--- src/rtl/local_memory_reader.sv ---
// local_memory_reader
//   Read-side initiator for one port of the dual-port local memory. A command
//   (base_addr, length) is turned into a 32-bit valid/ready stream. The memory
//   returns data one cycle after mem_rden; a 2-entry output buffer absorbs
//   consumer backpressure and sustains one word per cycle when unstalled.
//
// Ports
//   aclk, reset          clock and synchronous active-high reset
//   start                command strobe, only honoured in IDLE
//   base_addr, length    command fields, sampled with start
//   busy, done           command in progress / one-cycle completion pulse
//   mem_rden, mem_address, mem_data_in   memory read port
//   out_data, out_valid, out_ready, out_last   output stream
//
// Build option
//   LOCAL_MEMORY_READER_LAST_EN: when defined, out_last flags the final word
//   of each command; otherwise out_last is tied to 0.

module local_memory_reader #(
   parameter int SIZE_ADDR = 8,
   parameter int SIZE_LEN  = 9
) (
   input  logic                 aclk,
   input  logic                 reset,
   input  logic                 start,
   input  logic [SIZE_ADDR-1:0] base_addr,
   input  logic [SIZE_LEN-1:0]  length,
   output logic                 busy,
   output logic                 done,
   output logic                 mem_rden,
   output logic [SIZE_ADDR-1:0] mem_address,
   input  logic [31:0]          mem_data_in,
   output logic [31:0]          out_data,
   output logic                 out_valid,
   input  logic                 out_ready,
   output logic                 out_last
);

   typedef enum logic [1:0] {IDLE, READ, DRAIN} state_t;

   state_t               state_reg, state_next;
   logic [SIZE_LEN-1:0]  issue_cnt_reg;
   logic [SIZE_ADDR-1:0] addr_reg;
   logic                 inflight_reg;
   logic [1:0]           count_reg;
   logic [31:0]          head_reg, tail_reg;
   logic                 done_reg;
   logic                 done_next;
   logic                 rden;
   logic                 pop;
   logic                 push;
   logic                 accept_cmd;
   logic [2:0]           occupancy;
   logic                 issue_ok;
   logic                 drain_empty;

   assign pop        = (count_reg != 2'd0) && out_ready;
   // Data only arrives in the cycle after a read; otherwise the port is stale.
   assign push       = inflight_reg;
   assign accept_cmd = (state_reg == IDLE) && start && (length != '0);

   // Words already owned (buffered or returning) minus the word leaving now;
   // a new read is only safe if that leaves room for it.
   assign occupancy   = {1'b0, count_reg} + {2'b00, inflight_reg} - {2'b00, pop};
   assign issue_ok    = occupancy < 3'd2;
   assign drain_empty = (count_reg == 2'd0) || ((count_reg == 2'd1) && pop);

   always_ff @(posedge aclk) begin
      if (reset) state_reg <= IDLE;
      else       state_reg <= state_next;
   end

   always_comb begin
      state_next = state_reg;
      rden       = 1'b0;
      done_next  = 1'b0;
      case (state_reg)
         IDLE: begin
            if (start) begin
               if (length != '0) state_next = READ;
               else              done_next  = 1'b1;
            end
         end
         READ: begin
            if ((issue_cnt_reg != '0) && issue_ok) begin
               rden = 1'b1;
               if (issue_cnt_reg == SIZE_LEN'(1)) state_next = DRAIN;
            end
         end
         DRAIN: begin
            // Finish on the edge that retires the last word so done lands
            // in the cycle right after the final handshake.
            if (!inflight_reg && drain_empty) begin
               state_next = IDLE;
               done_next  = 1'b1;
            end
         end
         default: state_next = IDLE;
      endcase
   end

   always_ff @(posedge aclk) begin
      if (reset) begin
         issue_cnt_reg <= '0;
         addr_reg      <= '0;
         inflight_reg  <= 1'b0;
         count_reg     <= 2'd0;
         head_reg      <= '0;
         tail_reg      <= '0;
         done_reg      <= 1'b0;
      end else begin
         done_reg     <= done_next;
         inflight_reg <= rden;

         if (accept_cmd) begin
            addr_reg      <= base_addr;
            issue_cnt_reg <= length;
         end else if (rden) begin
            addr_reg      <= addr_reg + SIZE_ADDR'(1);
            issue_cnt_reg <= issue_cnt_reg - SIZE_LEN'(1);
         end

         case ({push, pop})
            2'b10: begin
               if (count_reg == 2'd0) head_reg <= mem_data_in;
               else                   tail_reg <= mem_data_in;
               count_reg <= count_reg + 2'd1;
            end
            2'b01: begin
               if (count_reg == 2'd2) head_reg <= tail_reg;
               count_reg <= count_reg - 2'd1;
            end
            2'b11: begin
               if (count_reg == 2'd2) begin
                  head_reg <= tail_reg;
                  tail_reg <= mem_data_in;
               end else begin
                  head_reg <= mem_data_in;
               end
            end
            default: ;
         endcase
      end
   end

`ifdef LOCAL_MEMORY_READER_LAST_EN
   // Words still to be handed to the consumer for the current command.
   logic [SIZE_LEN-1:0] out_rem_reg;

   always_ff @(posedge aclk) begin
      if (reset)           out_rem_reg <= '0;
      else if (accept_cmd) out_rem_reg <= length;
      else if (pop)        out_rem_reg <= out_rem_reg - SIZE_LEN'(1);
   end

   assign out_last = (count_reg != 2'd0) && (out_rem_reg == SIZE_LEN'(1));
`else
   assign out_last = 1'b0;
`endif

   assign busy        = (state_reg != IDLE);
   assign done        = done_reg;
   assign mem_rden    = rden;
   assign mem_address = addr_reg;
   assign out_data    = head_reg;
   assign out_valid   = (count_reg != 2'd0);

endmodule

--- config.mk ---
export PLATFORM = sky130hd
export DESIGN_NAME = local_memory_reader
export DESIGN_NICKNAME = d
export VERILOG_FILES = /design/src/rtl/local_memory_reader.sv
export SDC_FILE = /design/constraint.sdc
export NUM_CORES = 1
export LEC_CHECK = 0
export CORE_MARGIN = 2
export CORE_UTILIZATION = 25
export CTS_BUF_LIST = sky130_fd_sc_hd__clkbuf_4 sky130_fd_sc_hd__clkbuf_8
export DETAILED_ROUTE_END_ITERATION = 8
export GPL_ROUTABILITY_DRIVEN = 1
export PLACE_DENSITY = 0.46
export SYNTH_ARGS = -nofsm -noshare
export SYNTH_HDL_FRONTEND = slang
export SYNTH_SLANG_ARGS = --single-unit
--- constraint.sdc ---
create_clock -name aclk -period 5.4 [get_ports aclk]
set_input_delay 0.54 -clock aclk [delete_from_list [all_inputs] [get_ports aclk]]
set_output_delay 0.54 -clock aclk [all_outputs]
set_load 0.1 [all_outputs]
==> results.json <==
{
  "avgSynthCellArea_um2": 8.44,
  "gr-total-overflow": 0,
  "worstMarginPinSlew_ns": 1.09,
  "wire_per_inst_um": 14.3,
  "period_needed_ns": 4.15,
  "cts.hold.buffers_added": 0,
  "num_io_pins": 98,
  "cts_tree": "done",
  "synthTopCellsByArea": "dfxtp_1 43%, mux2i_1 7.9%, nand2_1 7.2%",
  "regToRegSetupSlack_ns": 2.07,
  "crit_path_max_incr_delay_ns": 0.47,
  "crit_type": "flop to output pin",
  "place_area_um2": 5170,
  "io_buffers": 96,
  "ys_types": 52,
  "max-vdd-ir-drop_v": 0.000205,
  "drt_wl_total_mm": 11.1,
  "synth-edff-count": 0,
  "clock_sinks": 87,
  "syn_area_um2": 4050,
  "grt_pass1_wl_mm": 18.5,
  "synth_async_sr_flop_share": 0,
  "grt_use_total": 0.130,
  "post-route-period-util": 0.768,
  "gp_congestion": 0.762,
  "postCtsSetupRepairBufs": 0,
  "cp_top_family": "buffers and inverters",
  "crit_required_ns": 4.86,
  "cts_resized": 0,
  "synth-seq-cells": 87,
  "yosysSeqAreaShare": 0.431,
  "die_y_um": 131,
  "synthFlopType": "dfxtp_1",
  "post-route-util": 0.340,
  "path_buf_inv": 4,
  "dp_hpwl_mm": 7.26,
  "leakagePower_nw": 1.98,
  "ant_nets": 0,
  "nNetsFinal": 617,
  "via_per_inst": 4.63,
  "relSlewSlack": 0.274,
  "rsz0062_at_grt": "no",
  "cellPowerDensity_nw_per_um2": 544,
  "design_area_um2": 5390,
  "htreeDepth": 3,
  "fmax_mhz": 241,
  "die_w_um": 131,
  "setup_viol": 0,
  "drive_gt1_frac": 0.0537,
  "cts.path.max_buffers": 2,
  "diodes": 0,
  "clkTransAtPathRegs_ns": 0.08,
  "setup_tns_ns": 0,
  "hold_viol": 0,
  "firstDrtPassIters": 4,
  "area_growth_pct": 33.1,
  "drc": 0,
  "critPathMaxFanout": 19,
  "drv_cap": 0,
  "status": "complete, no violations",
  "syn_nets": 540,
  "rows": 46,
  "worst_setup_path_end_kind": "output pin",
  "yosysWarnings": 0,
  "cts-root-buf": "clkbuf_8",
  "clkLatencyLatePin_ns": 0.36,
  "syn_inst": 479,
  "num_vias": 3591,
  "yosysTopAreaCellShare": 0.431,
  "slew_violations": 0,
  "cp.arrival_ns": 3.61,
  "antenna_found_initial": 0,
  "die-area_um2": 17200,
  "cts_made_buffers": 9,
  "num-fill-cells": 1656,
  "synth_top_cell_by_area": "dfxtp_1",
  "drt_iter0_markers": 200,
  "crit_slowest_cell": "dfxtp_1",
  "first_global_vias": 3563,
  "final_cells": 775,
  "grt_max_degree": 65,
  "start_kind": "flop",
  "dp_cells": 761,
  "core_um2": 15800,
  "finalClockSkew_ns": 0.0135,
  "hp-class": "flop to flop",
  "crit_chain": "inv_1 > ha_1 > nor2b_1 > xnor2_1 > and2_1 > inv_1 > fa_1 > xnor2_1 > o211ai_4 > inv_4 > buf_4",
  "start_util": 0.256
}
## cells in the final DEF, fill, tap and decap left out, types with 10 or more instances in the layout
master,instances
a21oi_1,41
a31oi_1,10
clkdlybuf4s50_1,94
nand2_1,78
dfxtp_1,87
clkbuf_8,11
nand3_1,20
nor2_1,44
mux2i_1,32
a211oi_1,32
## synthesized netlist by cell type (7+ instances only)
master,number
a31oi_1,10
nand2_1,78
inv_1,8
ha_1,7
a211oi_1,32
nand3_1,20
a21oi_1,42
nor2_1,44
dfxtp_1,87
buf_2,7
clkbuf_1,24
o21ai_1,8
mux2i_1,32
nor3_1,7
## path summary, 6_finish.rpt
check	start	end	cells past startpoint
min reg2reg	tail_reg[20]$_SDFFE_PP0P_	tail_reg[20]$_SDFFE_PP0P_	2
max	count_reg[1]$_SDFFE_PP0P_	mem_rden	11
max reg2reg	count_reg[1]$_SDFFE_PP0P_	mem_address[7]$_SDFFE_PP0P_	12
min	tail_reg[20]$_SDFFE_PP0P_	tail_reg[20]$_SDFFE_PP0P_	2
## worst register-to-register path: cells and delay by family (launching register included)
kind,cells,cell delay [ns]
buffers and inverters,3,0.40
AOI/OAI and AO/OA,3,0.66
DFF,1,0.47
adders and majority gates,2,0.64
xor gates and xnor gates,2,0.56
and+or+nand+nor,2,0.54
## where the power goes
part,internal [W],leakage [nW],switching [W]
combinational,0.000436,1.16,0.00113
sequential,0.000761,0.707,0.0000964
clock,0.000281,0.108,0.000231
total,0.00148,1.98,0.00145
## kinds of logic (layout without fill, tap and decap cells)
group / Yosys count / after routing / synth area share
and+or+nand+nor: 185 / 185 / 0.210
other: 1 / 1 / 0.000927
DFF: 87 / 87 / 0.431
adders and majority gates: 8 / 8 / 0.0266
xor gates and xnor gates: 4 / 4 / 0.00866
buffers and inverters: 45 / 125 / 0.0510
muxes: 32 / 32 / 0.0792
AOI/OAI and AO/OA: 117 / 117 / 0.193
## layer usage
layer  global-route usage  vias up  share of wire
met2                0.212       75           0.48
met1                0.167     1664           0.47
met5                    0        -              0
met3               0.0278       14          0.038
li1                     -     1838              -
met4               0.0550        0          0.017
## per-stage QoR
step                total power (W)  setup slack [ns]  hold slack, ns
floorplan                   0.00209              2.05           0.436
global placement            0.00243              1.40           0.441
detailed placement          0.00245              1.34           0.447
CTS                         0.00298              1.22           0.459
global route                0.00311             0.942           0.475
finish                      0.00293              1.25           0.458
## final cells by class
class,count,area [µm²],share of cell area
Clock buffer,11,151,0.0281
Clock inverter,3,67.6,0.0125
Inverter,9,36.3,0.00674
Multi-Input combinational cell,347,2120,0.394
Sequential cell,87,1740,0.323
Tap cell,216,270,0.0502
Timing Repair Buffer,102,998,0.185
Power figures use the tool's default switching activity.
